<file path="src/rtl/br_lite_local_ni.sv">
// BrLite local network interface: buffers PE messages toward the router's
// local input (req/ack injection, throttled by local_busy) and buffers flits
// arriving from the router's local output for the PE.

package br_lite_pkg;
  localparam int unsigned BR_ID_W      = 8;
  localparam int unsigned BR_SVC_W     = 2;
  localparam int unsigned BR_PAYLOAD_W = 32;

  localparam logic [BR_SVC_W-1:0] BR_SVC_ALL    = 2'd0;
  localparam logic [BR_SVC_W-1:0] BR_SVC_TARGET = 2'd1;
  localparam logic [BR_SVC_W-1:0] BR_SVC_CLEAR  = 2'd2;

  typedef struct packed {
    logic [BR_SVC_W-1:0]     service;
    logic [BR_ID_W-1:0]      id;
    logic [15:0]             seq_source;
    logic [15:0]             seq_target;
    logic [BR_PAYLOAD_W-1:0] payload;
  } br_data_t;
endpackage

module br_lite_local_ni
  import br_lite_pkg::*;
#(
  parameter logic [15:0] SEQ_ADDRESS = 16'h0000,
  parameter int unsigned TX_DEPTH    = 4,
  parameter int unsigned RX_DEPTH    = 4
) (
  input  logic                    clk_i,
  input  logic                    rst_i,
  // PE transmit side
  input  logic                    tx_valid_i,
  output logic                    tx_ready_o,
  input  logic [BR_SVC_W-1:0]     tx_service_i,
  input  logic [15:0]             tx_target_i,
  input  logic [BR_PAYLOAD_W-1:0] tx_payload_i,
  output logic                    tx_err_o,
  // PE receive side
  output logic                    rx_valid_o,
  input  logic                    rx_ready_i,
  output br_data_t                rx_flit_o,
  // router local port
  input  logic                    local_busy_i,
  output br_data_t                flit_o,
  output logic                    req_o,
  input  logic                    ack_i,
  input  br_data_t                flit_i,
  input  logic                    req_i,
  output logic                    ack_o
);

  localparam int unsigned TPW = (TX_DEPTH > 1) ? $clog2(TX_DEPTH) : 1;
  localparam int unsigned TCW = TPW + 1;
  localparam int unsigned RPW = (RX_DEPTH > 1) ? $clog2(RX_DEPTH) : 1;
  localparam int unsigned RCW = RPW + 1;

  localparam logic [TPW-1:0]     TP_ONE  = TPW'(1);
  localparam logic [TCW-1:0]     TC_ONE  = TCW'(1);
  localparam logic [TCW-1:0]     TC_ZERO = TCW'(0);
  localparam logic [TCW-1:0]     TC_FULL = TCW'(TX_DEPTH);
  localparam logic [RPW-1:0]     RP_ONE  = RPW'(1);
  localparam logic [RCW-1:0]     RC_ONE  = RCW'(1);
  localparam logic [RCW-1:0]     RC_ZERO = RCW'(0);
  localparam logic [RCW-1:0]     RC_FULL = RCW'(RX_DEPTH);
  localparam logic [BR_ID_W-1:0] ID_ONE  = BR_ID_W'(1);

  typedef struct packed {
    logic [BR_SVC_W-1:0]     service;
    logic [15:0]             target;
    logic [BR_PAYLOAD_W-1:0] payload;
  } tx_entry_t;

  typedef enum logic [1:0] {
    TX_IDLE = 2'd0,
    TX_REQ  = 2'd1,
    TX_DROP = 2'd2,
    TX_WAIT = 2'd3
  } tx_state_e;

  typedef enum logic [1:0] {
    RX_IDLE = 2'd0,
    RX_ACK  = 2'd1,
    RX_WAIT = 2'd2
  } rx_state_e;

  // ---------------------------------------------------------------- TX side
  tx_entry_t          tx_mem_r [TX_DEPTH];
  logic [TPW-1:0]     tx_wr_ptr_r, tx_rd_ptr_r;
  logic [TCW-1:0]     tx_count_r, tx_count_next_s;
  logic               tx_ready_r, tx_err_r;
  logic               tx_accept_s, tx_push_s, tx_clear_s, tx_pop_s;
  tx_entry_t          tx_wdata_s, tx_head_s;
  tx_state_e          tx_state_r, tx_state_next_s;
  logic               req_r;
  br_data_t           flit_r, tx_flit_next_s;
  logic [BR_ID_W-1:0] tx_id_r;
  logic               tx_id_inc_s;

  // Classify a PE transfer: clear requests are swallowed and flagged
  always_comb begin
    tx_accept_s        = tx_valid_i && tx_ready_r;
    tx_clear_s         = 1'b0;
    tx_push_s          = 1'b0;
    tx_wdata_s.service = tx_service_i;
    tx_wdata_s.target  = tx_target_i;
    tx_wdata_s.payload = tx_payload_i;
    if (tx_accept_s) begin
      if (tx_service_i == BR_SVC_CLEAR) begin
        tx_clear_s = 1'b1;
      end else begin
        tx_push_s = 1'b1;
      end
    end else begin
      tx_clear_s = 1'b0;
      tx_push_s  = 1'b0;
    end
  end

  // Next TX occupancy from push/pop pair
  always_comb begin
    tx_count_next_s = tx_count_r;
    case ({tx_push_s, tx_pop_s})
      2'b10:   tx_count_next_s = tx_count_r + TC_ONE;
      2'b01:   tx_count_next_s = tx_count_r - TC_ONE;
      default: tx_count_next_s = tx_count_r;
    endcase
  end

  // TX FIFO pointers, occupancy, registered ready and error pulse
  always_ff @(posedge clk_i or posedge rst_i) begin
    if (rst_i) begin
      tx_wr_ptr_r <= {TPW{1'b0}};
      tx_rd_ptr_r <= {TPW{1'b0}};
      tx_count_r  <= TC_ZERO;
      tx_ready_r  <= 1'b1;
      tx_err_r    <= 1'b0;
    end else begin
      if (tx_push_s) begin
        tx_wr_ptr_r <= tx_wr_ptr_r + TP_ONE;
      end
      if (tx_pop_s) begin
        tx_rd_ptr_r <= tx_rd_ptr_r + TP_ONE;
      end
      tx_count_r <= tx_count_next_s;
      tx_ready_r <= (tx_count_next_s != TC_FULL);
      tx_err_r   <= tx_clear_s;
    end
  end

  // TX FIFO storage (no reset needed, guarded by occupancy)
  always_ff @(posedge clk_i) begin
    if (tx_push_s) begin
      tx_mem_r[tx_wr_ptr_r] <= tx_wdata_s;
    end
  end

  // Stamp source address and id onto the FIFO head
  always_comb begin
    tx_head_s                 = tx_mem_r[tx_rd_ptr_r];
    tx_flit_next_s.service    = tx_head_s.service;
    tx_flit_next_s.id         = tx_id_r;
    tx_flit_next_s.seq_source = SEQ_ADDRESS;
    tx_flit_next_s.seq_target = tx_head_s.target;
    tx_flit_next_s.payload    = tx_head_s.payload;
  end

  // TX injection FSM: next state, FIFO pop and id advance
  always_comb begin
    tx_state_next_s = tx_state_r;
    tx_pop_s        = 1'b0;
    tx_id_inc_s     = 1'b0;
    case (tx_state_r)
      TX_IDLE: begin
        if ((tx_count_r != TC_ZERO) && !local_busy_i) begin
          tx_pop_s        = 1'b1;
          tx_state_next_s = TX_REQ;
        end else begin
          tx_state_next_s = TX_IDLE;
        end
      end
      TX_REQ: begin
        if (ack_i) begin
          tx_id_inc_s     = 1'b1;
          tx_state_next_s = TX_DROP;
        end else begin
          tx_state_next_s = TX_REQ;
        end
      end
      TX_DROP: tx_state_next_s = TX_WAIT;
      TX_WAIT: begin
        // the router's CAM entry for the last message is still live while busy
        if (local_busy_i) begin
          tx_state_next_s = TX_WAIT;
        end else begin
          tx_state_next_s = TX_IDLE;
        end
      end
      default: tx_state_next_s = TX_IDLE;
    endcase
  end

  // TX FSM state, registered req, latched flit and id counter
  always_ff @(posedge clk_i or posedge rst_i) begin
    if (rst_i) begin
      tx_state_r <= TX_IDLE;
      req_r      <= 1'b0;
      flit_r     <= '0;
      tx_id_r    <= {BR_ID_W{1'b0}};
    end else begin
      tx_state_r <= tx_state_next_s;
      req_r      <= (tx_state_next_s == TX_REQ);
      if (tx_pop_s) begin
        flit_r <= tx_flit_next_s;
      end
      if (tx_id_inc_s) begin
        tx_id_r <= tx_id_r + ID_ONE;
      end
    end
  end

  assign tx_ready_o = tx_ready_r;
  assign tx_err_o   = tx_err_r;
  assign req_o      = req_r;
  assign flit_o     = flit_r;

  // ---------------------------------------------------------------- RX side
  br_data_t       rx_mem_r [RX_DEPTH];
  logic [RPW-1:0] rx_wr_ptr_r, rx_rd_ptr_r, rx_rd_ptr_next_s;
  logic [RCW-1:0] rx_count_r, rx_count_next_s;
  logic           rx_valid_r, rx_push_s, rx_pop_s;
  br_data_t       rx_flit_r, rx_flit_next_s;
  rx_state_e      rx_state_r, rx_state_next_s;
  logic           ack_r;

  // RX acceptance FSM; a flit is pushed during the single ack cycle
  always_comb begin
    rx_state_next_s = rx_state_r;
    case (rx_state_r)
      RX_IDLE: begin
        if (req_i && (rx_count_r != RC_FULL)) begin
          rx_state_next_s = RX_ACK;
        end else begin
          rx_state_next_s = RX_IDLE;
        end
      end
      RX_ACK:  rx_state_next_s = RX_WAIT;
      RX_WAIT: begin
        // wait for the router to drop req so one request is taken once
        if (req_i) begin
          rx_state_next_s = RX_WAIT;
        end else begin
          rx_state_next_s = RX_IDLE;
        end
      end
      default: rx_state_next_s = RX_IDLE;
    endcase
  end

  // RX FIFO next occupancy, read pointer and head value
  always_comb begin
    rx_push_s        = (rx_state_r == RX_ACK);
    rx_pop_s         = rx_valid_r && rx_ready_i;
    rx_count_next_s  = rx_count_r;
    rx_rd_ptr_next_s = rx_rd_ptr_r;
    rx_flit_next_s   = '0;
    case ({rx_push_s, rx_pop_s})
      2'b10:   rx_count_next_s = rx_count_r + RC_ONE;
      2'b01:   rx_count_next_s = rx_count_r - RC_ONE;
      default: rx_count_next_s = rx_count_r;
    endcase
    if (rx_pop_s) begin
      rx_rd_ptr_next_s = rx_rd_ptr_r + RP_ONE;
    end else begin
      rx_rd_ptr_next_s = rx_rd_ptr_r;
    end
    // the head slot may be the one written this cycle, so bypass flit_i
    if (rx_count_next_s == RC_ZERO) begin
      rx_flit_next_s = '0;
    end else if (rx_push_s && (rx_wr_ptr_r == rx_rd_ptr_next_s)) begin
      rx_flit_next_s = flit_i;
    end else begin
      rx_flit_next_s = rx_mem_r[rx_rd_ptr_next_s];
    end
  end

  // RX FSM state, registered ack, FIFO pointers and registered head
  always_ff @(posedge clk_i or posedge rst_i) begin
    if (rst_i) begin
      rx_state_r  <= RX_IDLE;
      ack_r       <= 1'b0;
      rx_wr_ptr_r <= {RPW{1'b0}};
      rx_rd_ptr_r <= {RPW{1'b0}};
      rx_count_r  <= RC_ZERO;
      rx_valid_r  <= 1'b0;
      rx_flit_r   <= '0;
    end else begin
      rx_state_r <= rx_state_next_s;
      ack_r      <= (rx_state_next_s == RX_ACK);
      if (rx_push_s) begin
        rx_wr_ptr_r <= rx_wr_ptr_r + RP_ONE;
      end
      rx_rd_ptr_r <= rx_rd_ptr_next_s;
      rx_count_r  <= rx_count_next_s;
      rx_valid_r  <= (rx_count_next_s != RC_ZERO);
      rx_flit_r   <= rx_flit_next_s;
    end
  end

  // RX FIFO storage
  always_ff @(posedge clk_i) begin
    if (rx_push_s) begin
      rx_mem_r[rx_wr_ptr_r] <= flit_i;
    end
  end

  assign ack_o      = ack_r;
  assign rx_valid_o = rx_valid_r;
  assign rx_flit_o  = rx_flit_r;

endmodule

</file>
<file path="config.mk">
export PLATFORM = sky130hd
export DESIGN_NAME = br_lite_local_ni
export DESIGN_NICKNAME = d
export VERILOG_FILES = /design/src/rtl/br_lite_local_ni.sv
export SDC_FILE = /design/constraint.sdc
export NUM_CORES = 1
export LEC_CHECK = 0
export ABC_AREA = 1
export CORE_MARGIN = 2
export CORE_UTILIZATION = 40
export DETAILED_ROUTE_END_ITERATION = 6
export PLACE_DENSITY_LB_ADDON = 0.12
export SLEW_MARGIN = 20
export SYNTH_ARGS = -nofsm -noshare
export SYNTH_HDL_FRONTEND = slang
export SYNTH_SLANG_ARGS = --single-unit
</file>
<file path="constraint.sdc">
create_clock -name clk_i -period 14.4 [get_ports clk_i]
set_input_delay 1.44 -clock clk_i [delete_from_list [all_inputs] [get_ports clk_i]]
set_output_delay 1.44 -clock clk_i [all_outputs]
set_load 0.02 [all_outputs]
</file>
==> flow_summary.json, run 1 <==
{
  "status": "completed",
  "avgSynthCellArea_um2": 11.2,
  "timing.rr.start": "rx_valid_o",
  "critical_path_class": "in -> reg",
  "cp-end-kind": "register",
  "drt-total-wl_mm": 67.0,
  "die_y_um": 265,
  "utilization": 0.491,
  "wl_met1_mm": 29.2,
  "die_x_um": 265,
  "worst_pin_slew_ps": 1050,
  "initial_core_util": 0.405,
  "worst_ep_required_time_ps": 14910,
  "cts_tree": "built",
  "hpwl_mm": 36.8,
  "synthCells": 2430,
  "antenna_found_initial": 3,
  "cts_sinks": 659,
  "ys_warn_count": 0,
  "worst-endpoint-arrival_ps": 5690,
  "rows": 95,
  "synth_top_family_by_area": "simple AND/OR/NAND/NOR gates",
  "num_vias": 17800,
  "ys_seq_elements": 659,
  "ctsLongestPathBuffers": 3,
  "drive_gt1_frac": 0.0553,
  "grt_util_all_layers": 0.191,
  "clkPwrFrac": 0.258,
  "p_leak_nw": 13.5,
  "mostFrequentLayoutCell": "edfxtp_1",
  "drt-vias-per-instance": 4.95,
  "multi_input_area_um2": 6630,
  "fillers": 5943,
  "top_layer": "met5",
  "setup_violations": 0,
  "drv_slew": 0,
  "path_clk_slew_ps": 60,
  "grt_pass1_vias": 17700,
  "overflow": 0,
  "grt_max_degree": 113,
  "async_reset_ff_frac": 0.247,
  "cts_hold_buf": 0,
  "reg2regPathDepth": 9,
  "power_switching_mw": 2.62,
  "seq_power_share": 0.374,
  "ir_drop_mv": 0.132,
  "report.power.total_mw": 7.11,
  "p_per_area_nw_per_um2": 216,
  "dpl.cell_count": 3453,
  "drv_cap": 0,
  "worstHoldEndpoint": "flit_o[22]",
  "cts_buffers": 73,
  "post_synth_num_cell_types": 28,
  "clock_tree.root_cell": "clkbuf_16",
  "synthMuxAreaShare": 0,
  "clock.fmax_ghz": 0.193,
  "htree_levels": 3,
  "core_um2": 67300,
  "final.min_clock_period_ps": 5180,
  "layout.cells.non_filler": 3590,
  "cp-start-kind": "input pin",
  "gp_congestion": 0.749,
  "wire_per_inst_um": 18.7,
  "ioPinCount": 284,
  "swShare": 0.368,
  "insertion_delay_ps": 600,
  "dr.pass1.iters": 5,
  "post_cts_resized": 0,
  "fin_crit_sh": 0.360,
  "mostFrequentLayoutCells": "edfxtp_1, nand2_1, nor2_1, inv_1, clkdlybuf4s50_1",
  "r2r_end": "rx_flit_o[67]",
  "port_buffers": 267,
  "drt.antenna.violating_nets": 0,
  "synthAdderAreaFrac": 0.00653,
  "grt_pass1_wl_mm": 103,
  "tns_ps": 0,
  "synthFlopType": "edfxtp_1",
  "die-area_um2": 70100,
  "drc": 0,
  "synth_xor_area_frac": 0.00483,
  "hp-start": "flit_o[22]",
  "area_growth_pct": 21.3,
  "synth_edf_count": 496,
  "fin_nets": 2800,
  "internal_power_mw": 4.50,
  "post-cts-setup-buffers": 0,
  "drt-initial-drc-count": 1167,
  "finalHoldViolations": 0,
  "netlist_area_um2": 27200,
  "wl_met3_mm": 3.39,
  "hold_path_depth": 2,
  "met2WireLength_mm": 32.9,
  "ys_seq_area_frac": 0.697,
  "crit_path_max_fanout": 77,
  "slew_headroom": 0.300,
  "rsz0062_at_grt": "false",
  "fin_worst_skew_ps": 27.4,
  "seq_area_um2": 19000,
  "timing.reg2reg.setup_slack_ps": 10210,
  "hold_class": "reg -> reg",
  "combPwrFrac": 0.368,
  "synthSimpleGateAreaFrac": 0.196,
  "synth_compound_area_frac": 0.0294
}
worst max-delay path: stages:
cell	delay [ps]
clkdlybuf4s50_1	590
nand2_1	150
nand2_4	690
nand2_4	700
nand2_1	260
nand3_1	140
nor2_4	810
buf_4	610
nor2_1	100
nor2_1	140
synth_stat cells (5+ instances only):
cell type / number / area share
o21ai_0: 64 / 0.012
o32ai_1: 50 / 0.016
buf_1: 5 / 0.00069
nor2_1: 318 / 0.044
nand3b_1: 148 / 0.041
dfrtp_1: 162 / 0.15
edfxtp_1: 496 / 0.55
clkbuf_1: 71 / 0.0098
buf_4: 26 / 0.0072
nand2_1: 483 / 0.067
inv_1: 273 / 0.038
ha_1: 11 / 0.0051
buf_2: 55 / 0.010
xor2_1: 13 / 0.0042
nand3_1: 234 / 0.043
metrics by stage:
stage / hold WS (ps) / worst slack (ps) / cell area, um2
final: 476 / 9220 / 33000
after global routing: 502 / 8800 / 33000
after CTS: 475 / 9090 / 33000
after detailed placement: 465 / 8460 / 30600
after global placement: 462 / 8580 / 30600
after floorplan: 451 / 8560 / 27300
worst max-delay path by stage:
stage | startpoint | endpoint | slack [ps] | depth (start not counted)
after floorplan | rst_i | ack_o | 8560 | 1
after global placement | rx_ready_i | rx_flit_o[60] | 8580 | 11
after global routing | rx_ready_i | rx_flit_o[32] | 8800 | 10
after CTS | rx_ready_i | rx_flit_o[45] | 9090 | 11
after detailed placement | rx_ready_i | rx_flit_o[45] | 8460 | 11
final | rx_ready_i | rx_flit_o[67] | 9220 | 10
sequential cells by signal (all words and copies together) (netlist names), 2 cells and up:
signal / cells
flit_o: 58
rx_count_r: 3
rx_flit_o: 74
rx_mem_r: 296
rx_rd_ptr_r: 2
rx_state_r: 2
rx_wr_ptr_r: 2
tx_count_r: 3
tx_id_r: 8
tx_mem_r: 200
tx_rd_ptr_r: 2
tx_state_r: 2
tx_wr_ptr_r: 2
power groups by stage:
stage               clock, mW  combinational [mW]  sequential, mW
floorplan                   0                1.48            2.88
global placement            0                2.60            2.70
detailed placement          0                2.65            2.70
CTS                      1.89                2.66            2.67
global route             1.97                2.93            2.70
finish                   1.83                2.62            2.66
logic make-up (layout without fill, tap and decap cells):
group | Yosys count | after routing
other | 1 | 19
and+or+nand+nor | 1191 | 1191
xor gates and xnor gates | 15 | 15
DFF | 659 | 659
AOI/OAI and AO/OA | 120 | 120
buffers and inverters | 431 | 700
adders and majority gates | 13 | 13
routing by layer:
metal | track usage | vias to the layer above
li1 | - | 8519
met4 | 0.0626 | 2
met2 | 0.326 | 404
met5 | 0 | -
met3 | 0.0343 | 103
met1 | 0.247 | 8750
layout make-up:
type	count	area share
diodes	3	0.000227
clock buffers	115	0.0658
clock inverters	18	0.00595
inverters	274	0.0314
multi-input cells	1355	0.201
flip-flops and latches	659	0.575
well taps	873	0.0331
repair buffers	293	0.0876
Note: power is estimated with default switching activity, not from simulation.
==> run 2, diff against run 1 <==
==> constraint.sdc (replaced) <==
create_clock -name clk_i -period 5.2 [get_ports clk_i]
set_input_delay 0.52 -clock clk_i [delete_from_list [all_inputs] [get_ports clk_i]]
set_output_delay 0.52 -clock clk_i [all_outputs]
set_load 0.02 [all_outputs]
==> flow_summary.json, run 2 (same netlist as run 1, synthesis figures left out) <==
{
  "status": "completed",
  "drv_cap": 0,
  "grt_max_degree": 101,
  "drt-vias-per-instance": 4.98,
  "fillers": 5982,
  "slew_headroom": 0.270,
  "mostFrequentLayoutCell": "edfxtp_1",
  "area_growth_pct": 21.5,
  "core_um2": 67300,
  "fin_ws_ps": 2000,
  "port_buffers": 267,
  "fin_worst_skew_ps": 17.8,
  "wire_per_inst_um": 19.2,
  "drv_slew": 0,
  "rsz0062_at_grt": "false",
  "drt.antenna.violating_nets": 0,
  "gp_congestion": 0.758,
  "ir_drop_mv": 0.322,
  "largest_register_ff_count": 296,
  "drc": 0,
  "worst-endpoint-arrival_ps": 3720,
  "die-area_um2": 70100,
  "fin_crit_sh": 0.615,
  "drive_gt1_frac": 0.0589,
  "post_cts_resized": 0,
  "hpwl_mm": 36.9,
  "die_y_um": 265,
  "p_leak_nw": 13.5,
  "timing.reg2reg.setup_slack_ps": 2000,
  "tns_ps": 0,
  "insertion_delay_ps": 600,
  "cts_sinks": 659,
  "cp-start-kind": "register",
  "regMostFlops": "rx_mem_r",
  "clock_tree.root_cell": "clkbuf_16",
  "post-cts-setup-buffers": 0,
  "hold_class": "in -> async",
  "worst_ep_required_time_ps": 5720,
  "rows": 95,
  "antenna_found_initial": 2,
  "fin_nets": 2803,
  "clock.fmax_ghz": 0.312,
  "num_vias": 17900,
  "mostFrequentLayoutCells": "edfxtp_1, nand2_1, nor2_1, inv_1, clkdlybuf4s50_1",
  "final.min_clock_period_ps": 3200,
  "finalHoldViolations": 0,
  "drt-total-wl_mm": 68.9,
  "dp_worst_setup_slack_ps": 1520,
  "grt_util_all_layers": 0.197,
  "die_x_um": 265,
  "dr.pass1.iters": 6,
  "p_per_area_nw_per_um2": 597,
  "drt-initial-drc-count": 1268,
  "cts_hold_buf": 0,
  "cts_tree": "built",
  "cp-end-kind": "register",
  "initial_core_util": 0.405,
  "hold_ws_ps": 433,
  "cts_buffers": 73,
  "htree_levels": 3,
  "worst_pin_slew_ps": 1090,
  "path_clk_slew_ps": 60,
  "grt_pass1_vias": 18000,
  "grt_pass1_wl_mm": 106,
  "setup_violations": 0,
  "critical_path_class": "reg -> reg",
  "ctsLongestPathBuffers": 3,
  "crit_path_max_fanout": 75,
  "ioPinCount": 284,
  "overflow": 0
}
-- run 2: worst max-delay path, stage by stage, from the launching register on --
cell and delay (ps):
dfrtp_1 410, nor2_1 360, inv_1 310, ha_1 300, inv_1 90, fa_1 420, o21ai_0 240, nor2_1 150
nand2_8 510, nand2_1 110, nor2_1 140
-- run 2: metrics by stage --
| step | power (mW) | util | cells | instance area (um2) |
|---|---|---|---|---|
| floorplan | 12.1 | - | 2445 | 27300 |
| CTS | 20.0 | 0.491 | 3589 | 33000 |
| global route | 21.0 | 0.492 | 3591 | 33100 |
| global placement | 14.9 | 0.456 | 3455 | 30700 |
| finish | 19.7 | 0.492 | 3591 | 33100 |
| detailed placement | 15.0 | 0.457 | 3456 | 30700 |
-- run 2: power by group --
group | switching [mW] | internal [mW]
Combinational | 4.79 | 2.53
Clock | 2.04 | 2.94
Sequential | 0.547 | 6.90
-- run 2: layer usage --
| metal | GRT usage | part of all wire | vias up |
|---|---|---|---|
| li1 | - | - | 8521 |
| met1 | 0.257 | 0.43 | 8856 |
| met2 | 0.336 | 0.49 | 422 |
| met3 | 0.0358 | 0.054 | 88 |
| met4 | 0.0602 | 0.020 | 2 |
| met5 | 0 | 0.00015 | - |
-- run 2: worst paths after layout --
kind / start / to / depth (start not counted)
max: rx_state_r[1] / rx_flit_o[24] / 10
min: rst_i / rx_flit_o[49] / 2
min reg2reg: flit_o[2] / flit_o[2] / 2
min in group clk_i: flit_o[2] / flit_o[2] / 2
max in group asynchronous: rst_i / tx_rd_ptr_r[1] / 3
max reg2reg: rx_state_r[1] / rx_flit_o[24] / 10
-- run 2: layout make-up --
class | count | area, um2 | area share
antenna | 1 | 2.50 | 0.0000757
clock buffer | 106 | 2170 | 0.0655
clock inverter | 27 | 156 | 0.00473
inverter | 274 | 1040 | 0.0314
multi-input combinational | 1355 | 6640 | 0.201
sequential | 659 | 19000 | 0.574
tap | 873 | 1090 | 0.0330
timing repair buffer | 296 | 3010 | 0.0910
